**src/rtl/game_pkg.sv**
```systemverilog
// Shared game encodings and the collision monitor state set.
// Imported by the collision monitor and its overlap helper.
package game_pkg;

  localparam int COORD_W = 10;

  localparam logic [1:0] GS_INIT    = 2'b00;
  localparam logic [1:0] GS_IN_GAME = 2'b01;
  localparam logic [1:0] GS_DEAD    = 2'b10;

  typedef enum logic [2:0] {
    IDLE,
    GRACE,
    ARMED,
    CONFIRM,
    HIT,
    DONE
  } mon_state_e;

endpackage

```
**src/rtl/box_overlap.sv**
```systemverilog
// Half-open axis-aligned box overlap test, purely combinational.
// Degenerate boxes (x0>=x1 or y0>=y1) never report a hit.
module box_overlap
  import game_pkg::*;
#(
  parameter int COORD_W = game_pkg::COORD_W
) (
  input  logic               valid,
  input  logic [COORD_W-1:0] ax0,
  input  logic [COORD_W-1:0] ax1,
  input  logic [COORD_W-1:0] ay0,
  input  logic [COORD_W-1:0] ay1,
  input  logic [COORD_W-1:0] bx0,
  input  logic [COORD_W-1:0] bx1,
  input  logic [COORD_W-1:0] by0,
  input  logic [COORD_W-1:0] by1,
  output logic               hit
);

  logic a_ok;
  logic b_ok;
  logic x_ov;
  logic y_ov;

  assign a_ok = (ax0 < ax1) & (ay0 < ay1);
  assign b_ok = (bx0 < bx1) & (by0 < by1);
  assign x_ov = (ax0 < bx1) & (bx0 < ax1);
  assign y_ov = (ay0 < by1) & (by0 < ay1);
  assign hit  = valid & a_ok & b_ok & x_ov & y_ov;

endmodule

```
**src/rtl/collision_monitor.sv**
```systemverilog
// Confirms dino/obstacle overlaps per frame and raises a collision
// request to the game FSM, held until the FSM acknowledges with DEAD.
module collision_monitor
  import game_pkg::*;
#(
  parameter int COORD_W        = game_pkg::COORD_W,
  parameter int CONFIRM_FRAMES = 2,
  parameter int GRACE_FRAMES   = 30
) (
  input  logic                 clk,
  input  logic                 rst_n,
  input  logic [1:0]           game_state,
  input  logic                 frame_tick,
  input  logic [COORD_W-1:0]   dino_x0,
  input  logic [COORD_W-1:0]   dino_x1,
  input  logic [COORD_W-1:0]   dino_y0,
  input  logic [COORD_W-1:0]   dino_y1,
  input  logic [1:0]           obs_valid,
  input  logic [2*COORD_W-1:0] obs_x0,
  input  logic [2*COORD_W-1:0] obs_x1,
  input  logic [2*COORD_W-1:0] obs_y0,
  input  logic [2*COORD_W-1:0] obs_y1,
  output logic                 collided,
  output logic                 hit_slot,
  output logic                 grace_active
);

  localparam int GW = (GRACE_FRAMES > 0) ?
                      $clog2(GRACE_FRAMES + 1) : 1;
  localparam int CW = $clog2(CONFIRM_FRAMES + 1);
  localparam logic [GW-1:0] GRACE_LD = GW'(GRACE_FRAMES);
  localparam logic [CW-1:0] CONF_MAX = CW'(CONFIRM_FRAMES);

  mon_state_e state_q, state_d;
  logic [GW-1:0] grace_q, grace_d;
  logic [CW-1:0] conf_q, conf_d;
  logic          slot_q, slot_d;
  logic          p1_v_q, p1_v_d;
  logic [1:0]    p1_ov_q, p1_ov_d;
  logic [1:0]    ov;
  logic          in_game;
  logic          dead;
  logic          init;
  logic          any_ov;
  logic          low_slot;

  for (genvar g = 0; g < 2; g++) begin : g_slot
    box_overlap #(.COORD_W(COORD_W)) u_box (
      .valid (obs_valid[g]),
      .ax0   (dino_x0),
      .ax1   (dino_x1),
      .ay0   (dino_y0),
      .ay1   (dino_y1),
      .bx0   (obs_x0[g*COORD_W +: COORD_W]),
      .bx1   (obs_x1[g*COORD_W +: COORD_W]),
      .by0   (obs_y0[g*COORD_W +: COORD_W]),
      .by1   (obs_y1[g*COORD_W +: COORD_W]),
      .hit   (ov[g])
    );
  end

  assign in_game  = (game_state == GS_IN_GAME);
  assign dead     = (game_state == GS_DEAD);
  assign init     = (game_state == GS_INIT) | (&game_state);
  assign any_ov   = |p1_ov_q;
  assign low_slot = ~p1_ov_q[0];

  // A tick seen while leaving IN_GAME is dropped here.
  always_comb begin
    p1_v_d  = frame_tick & in_game;
    p1_ov_d = ov & {2{p1_v_d}};
  end

  always_comb begin
    state_d = state_q;
    grace_d = grace_q;
    conf_d  = conf_q;
    slot_d  = slot_q;
    if ((state_q inside {GRACE, ARMED, CONFIRM}) && !in_game) begin
      state_d = dead ? DONE : IDLE;
      grace_d = '0;
      conf_d  = '0;
    end else begin
      unique case (state_q)
        IDLE: begin
          if (in_game) begin
            if (GRACE_FRAMES > 0) begin
              state_d = GRACE;
              grace_d = GRACE_LD;
            end else begin
              state_d = ARMED;
            end
          end
        end
        GRACE: begin
          if (p1_v_q) begin
            if (grace_q <= GW'(1)) begin
              state_d = ARMED;
              grace_d = '0;
            end else begin
              grace_d = grace_q - GW'(1);
            end
          end
        end
        ARMED: begin
          if (p1_v_q && any_ov) begin
            if (CONFIRM_FRAMES == 1) begin
              state_d = HIT;
              conf_d  = CONF_MAX;
              slot_d  = low_slot;
            end else begin
              state_d = CONFIRM;
              conf_d  = CW'(1);
            end
          end
        end
        CONFIRM: begin
          if (p1_v_q) begin
            if (!any_ov) begin
              state_d = ARMED;
              conf_d  = '0;
            end else if (conf_q + CW'(1) >= CONF_MAX) begin
              state_d = HIT;
              conf_d  = CONF_MAX;
              slot_d  = low_slot;
            end else begin
              conf_d = conf_q + CW'(1);
            end
          end
        end
        HIT: begin
          if (dead || init) begin
            state_d = dead ? DONE : IDLE;
            conf_d  = '0;
            grace_d = '0;
          end
        end
        DONE: begin
          if (init) state_d = IDLE;
        end
        default: state_d = IDLE;
      endcase
    end
  end

  always_ff @(posedge clk or negedge rst_n) begin
    if (!rst_n) begin
      state_q <= IDLE;
      grace_q <= '0;
      conf_q  <= '0;
      slot_q  <= 1'b0;
      p1_v_q  <= 1'b0;
      p1_ov_q <= '0;
    end else begin
      state_q <= state_d;
      grace_q <= grace_d;
      conf_q  <= conf_d;
      slot_q  <= slot_d;
      p1_v_q  <= p1_v_d;
      p1_ov_q <= p1_ov_d;
    end
  end

  assign collided     = (state_q == HIT);
  assign grace_active = (state_q == GRACE);
  assign hit_slot     = slot_q;

endmodule

```
**config.mk**
```make
export PLATFORM = sky130hd
export DESIGN_NAME = collision_monitor
export DESIGN_NICKNAME = d
export VERILOG_FILES = /design/src/rtl/game_pkg.sv /design/src/rtl/box_overlap.sv /design/src/rtl/collision_monitor.sv
export SDC_FILE = /design/constraint.sdc
export NUM_CORES = 1
export LEC_CHECK = 0
export BUFFER_PORTS_ARGS = -buffer_cell sky130_fd_sc_hd__buf_2
export CAP_MARGIN = 20
export CORE_MARGIN = 8
export CORE_UTILIZATION = 40
export CTS_BUF_LIST = sky130_fd_sc_hd__clkbuf_8
export CTS_CLUSTER_DIAMETER = 50
export DETAILED_ROUTE_END_ITERATION = 10
export PLACE_DENSITY = 0.68
export SLEW_MARGIN = 20
export SYNTH_ARGS = -nofsm -noshare
export SYNTH_HDL_FRONTEND = slang
export SYNTH_SLANG_ARGS = --single-unit
```
**constraint.sdc**
```tcl
create_clock -name clk -period 1.4 [get_ports clk]
set_input_delay 0.14 -clock clk [delete_from_list [all_inputs] [get_ports clk]]
set_output_delay 0.14 -clock clk [all_outputs]
set_load 0.01 [all_outputs]
```
==> impl_metrics.py <==
metrics = {
    "outcome": {
        "status": "finished with violations",
        "failing_checks": "setup timing",
    },
    "routing": {
        "drt_wl_total_microns": 14240,
        "route.detailed.vias_per_inst": 5.361,
        "detailed_route_drc_error_count": 0,
        "antenna_violating_nets_post_route": 0,
        "wl_per_cell_microns": 16.76,
        "vias": 4557,
        "drt-pass1-iter-count": 4,
        "first_iter_violations": 215,
    },
    "synth": {
        "synth.top_cell.area_share_pct": 42.58,
        "synth_area_sq_um": 3879,
        "synth_enable_flop_cells": 0,
        "ys_seq_elements": 14,
        "synth_seq_area_share_pct": 9.032,
        "synth_top_area_cell": "sky130_fd_sc_hd__ha_1",
        "synthesis.instances": 464,
        "synth_area_per_cell_sq_um": 8.359,
        "yosys_warnings": 0,
        "yosysUniqueCellTypes": 54,
        "synth_flop_cell": "sky130_fd_sc_hd__dfrtp_1",
        "synth-compound-area-share_pct": 22.16,
        "synth_top_family_by_area": "adder cells",
        "synth_fa_ha_area_share_pct": 42.58,
        "post_synth_simple_gate_area_pct": 18.97,
        "post_synth_xor_area_fraction_pct": 0,
        "async_sr_flop_fraction_pct": 100.0,
        "synth.area.mux_share_pct": 0.2581,
        "postSynthNetCount": 723,
        "synthTopCellsByArea": "sky130_fd_sc_hd__ha_1 43%, sky130_fd_sc_hd__dfrtp_1 9.0%, sky130_fd_sc_hd__inv_1 6.1%",
    },
    "grt": {
        "grt-ovfl-total": 0,
        "grt_pass1_wl_microns": 22970,
        "grt_antenna_before_repair": 0,
        "globalRouteTotalUtil_pct": 21.16,
        "grt_pass1_vias": 5014,
        "grt_start_max_net_pins": 15,
    },
    "floorplan": {
        "die_width_microns": 114.5,
        "effective_utilization_at_floorplan_pct": 40.43,
        "core_sq_um": 9594,
        "dieHeight_microns": 114.5,
        "die-area_sq_um": 13100,
        "core_rows": 36,
        "ios": 130,
    },
    "place": {
        "dpl_worst_slack_ns": -0.3756,
        "place_congestion": 0.8870,
        "dp_hpwl_microns": 11830,
        "placement.cell_area_sq_um": 5595,
        "io_buffers": 129,
    },
    "timing": {
        "timing_max_transition_violations_final": 0,
        "finalWorstSetupSlack_ns": -0.1779,
        "worst_clk_skew_ns": 0.001258,
        "hold_viol_final": 0,
        "finalSetupViolations": 12,
        "worst_slew_slack_as_a_fraction_of_its_limit_pct": 70.60,
        "tightestPinTransition_ns": 0.4399,
        "rsz_0062_raised_after_global_routing": "true",
        "finalCriticalPeriod_ns": 1.578,
        "maxClockFrequency_ghz": 0.6338,
        "final_min_period_over_clock_period_pct": 112.7,
    },
    "setup_path": {
        "timing.setup.critical_path_class": "reg -> reg",
        "worst_r2r_path_depth": 6,
        "critical-path-max-stage-delay_ns": 0.44,
        "setup.worst_path.end": "state_q[2]",
        "timing.critical_path.to_type": "flop",
        "launch_instance_of_the_worst_register_to_register_path": "state_q[0]",
        "timing.rr.end": "state_q[2]",
        "cp_max_fo": 6,
        "cp_data_required_time_ns": 1.56,
        "critPathSlowestCell": "sky130_fd_sc_hd__dfrtp_2",
        "critical_path.startpoint": "state_q[0]",
        "crit_path_cell_trace": "buf_6 -> o211ai_1 -> nor3_4 -> o31ai_4 -> a31oi_1 -> a41oi_1",
        "arrival_ns": 1.73,
        "ff2ff_setup_slack_ns": -0.18,
        "worstSetupStartpointType": "flop",
    },
    "layout": {
        "mostFrequentLayoutCell": "sky130_fd_sc_hd__buf_2",
        "final_layout_size_suffix_gt1_share_pct": 48.54,
        "finish.utilization_pct": 65.05,
        "final_design_area_no_fill_sq_um": 6241,
        "area_growth_syn_to_layout_pct": 60.90,
        "antenna_cells_inserted": 0,
        "design.final.nets": 977,
        "most-common-layout-cells": "128 x sky130_fd_sc_hd__buf_2, 116 x sky130_fd_sc_hd__buf_4, 111 x sky130_fd_sc_hd__ha_1, 51 x sky130_fd_sc_hd__inv_1, 23 x sky130_fd_sc_hd__nand2_1",
    },
    "run": {
        "maxCapViolations": 0,
    },
    "clock_network": {
        "clock-sinks": 14,
        "htree_num_levels": 1,
        "tritoncts": "built",
        "clk_pin_slew_ns": 0.06,
        "cts-root-buf": "sky130_fd_sc_hd__clkbuf_8",
        "tritoncts_buffers": 3,
        "clock_latency_ns": 0.25,
        "ctsLongestPathBuffers": 2,
    },
    "power_and_ir_drop": {
        "power.ir.vdd_worst_mv": 0.5661,
        "leakagePower_nw": 3.190,
        "fin_total_pwr_mw": 4.843,
        "p_per_area_nw_per_um2": 775.9,
    },
    "hold_path": {
        "hp_class": "in -> reg",
    },
}
-- synth_stat cells, types with 2 or more instances --
cell type / n
sky130_fd_sc_hd__a31oi_1: 4
sky130_fd_sc_hd__o2111ai_1: 3
sky130_fd_sc_hd__a221oi_1: 3
sky130_fd_sc_hd__a21oi_1: 17
sky130_fd_sc_hd__ha_1: 132
sky130_fd_sc_hd__nand2b_1: 6
sky130_fd_sc_hd__nor2_1: 13
sky130_fd_sc_hd__or3b_1: 2
sky130_fd_sc_hd__o21ai_1: 4
sky130_fd_sc_hd__and3_1: 7
sky130_fd_sc_hd__inv_1: 63
sky130_fd_sc_hd__a2111oi_0: 12
sky130_fd_sc_hd__nor3b_1: 7
sky130_fd_sc_hd__nor4_1: 4
sky130_fd_sc_hd__a41oi_1: 3
sky130_fd_sc_hd__nand4bb_1: 2
sky130_fd_sc_hd__dfrtp_1: 14
sky130_fd_sc_hd__o311ai_0: 4
sky130_fd_sc_hd__a21o_1: 4
sky130_fd_sc_hd__buf_4: 2
sky130_fd_sc_hd__o21a_1: 5
sky130_fd_sc_hd__nand4_1: 12
sky130_fd_sc_hd__nor2b_1: 5
sky130_fd_sc_hd__nand3_1: 24
sky130_fd_sc_hd__o22ai_1: 2
sky130_fd_sc_hd__o21ai_0: 22
sky130_fd_sc_hd__nor3_1: 9
sky130_fd_sc_hd__o211ai_1: 13
sky130_fd_sc_hd__a22oi_1: 7
sky130_fd_sc_hd__nor2_2: 2
sky130_fd_sc_hd__a211o_1: 2
sky130_fd_sc_hd__and2_1: 2
sky130_fd_sc_hd__nand2_1: 25
sky130_fd_sc_hd__a22o_1: 3
sky130_fd_sc_hd__o31ai_1: 4
sky130_fd_sc_hd__o21bai_1: 3
-- metal layers --
metal	track usage, %	up-vias	wire length [microns]
met3	3.006	30	599
met2	40.26	118	7492
met1	23.98	2130	5794
met4	4.880	0	354
li1	-	2279	-
met5	0	-	0
-- stage by stage --
| stage | hold slack [ns] | TNS [ns] | cells |
|---|---|---|---|
| 6_report | 0.2036 | -1.074 | 850 |
| 4_1_cts | 0.1797 | -0.7291 | 849 |
| 3_3_place_gp | 0.07202 | -2.546 | 833 |
| 2_1_floorplan | -0.1556 | -0.06920 | 464 |
| 3_5_place_dp | 0.07367 | -2.897 | 833 |
| 5_1_grt | 0.2107 | -2.234 | 850 |
-- state kept, by name, indices dropped and copies added, names as in the netlist --
name / cells
p1_ov_q: 2
hit_slot: 1
p1_v_q: 1
grace_q: 5
conf_q: 2
state_q: 3
-- cell families (layout without fill, tap and decap cells) --
kind of cell / count (synthesis) / count (layout)
compound gates: 121 / 121
simple gates: 128 / 128
flops: 14 / 14
fa+ha+maj: 132 / 132
mux: 1 / 1
buf+inv: 68 / 321
-- worst min-delay path by stage --
stage,startpoint,endpoint,slack [ns],cells after the start
2_1_floorplan,rst_n,conf_q[0],-0.16,0
3_3_place_gp,rst_n,conf_q[0],0.07,1
3_5_place_dp,rst_n,conf_q[0],0.07,1
4_1_cts,frame_tick,p1_v_q,0.18,2
5_1_grt,frame_tick,p1_v_q,0.21,2
6_report,frame_tick,p1_v_q,0.20,2
-- repair_timing --
item | CTS | global route
cloned | 0 | 0
pin swaps | 15 | 14
hold buffers | 1 | 0
endpoints found under the hold margin | 14 | 0
endpoints found under the setup margin | 15 | 15
buffers inserted | 11 | 1
resized for setup | 56 | 51
-- cell type report --
cell class	instances	area, sq um
clock buffer	4	55.05
sequential	14	354.1
tap	133	166.4
inverter	64	245.2
timing repair buffer	253	1608
fill	808	3353
multi-input combinational	382	3812
-- power breakdown --
| group | internal [mW] | switching (mW) | total [mW] | leakage, nW |
|---|---|---|---|---|
| clock | 0.250 | 0.160 | 0.409 | 0.0288 |
| combinational | 1.99 | 1.75 | 3.74 | 2.98 |
| sequential | 0.546 | 0.143 | 0.688 | 0.177 |
-- critical path, delay by kind of cell (launching register included) --
family | cells | cell delay (ns)
AOI/OAI and AO/OA | 4 | 0.83
DFF | 1 | 0.44
buffers and inverters | 1 | 0.14
and+or+nand+nor | 1 | 0.07
Note: power is estimated with default switching activity, not from simulation.
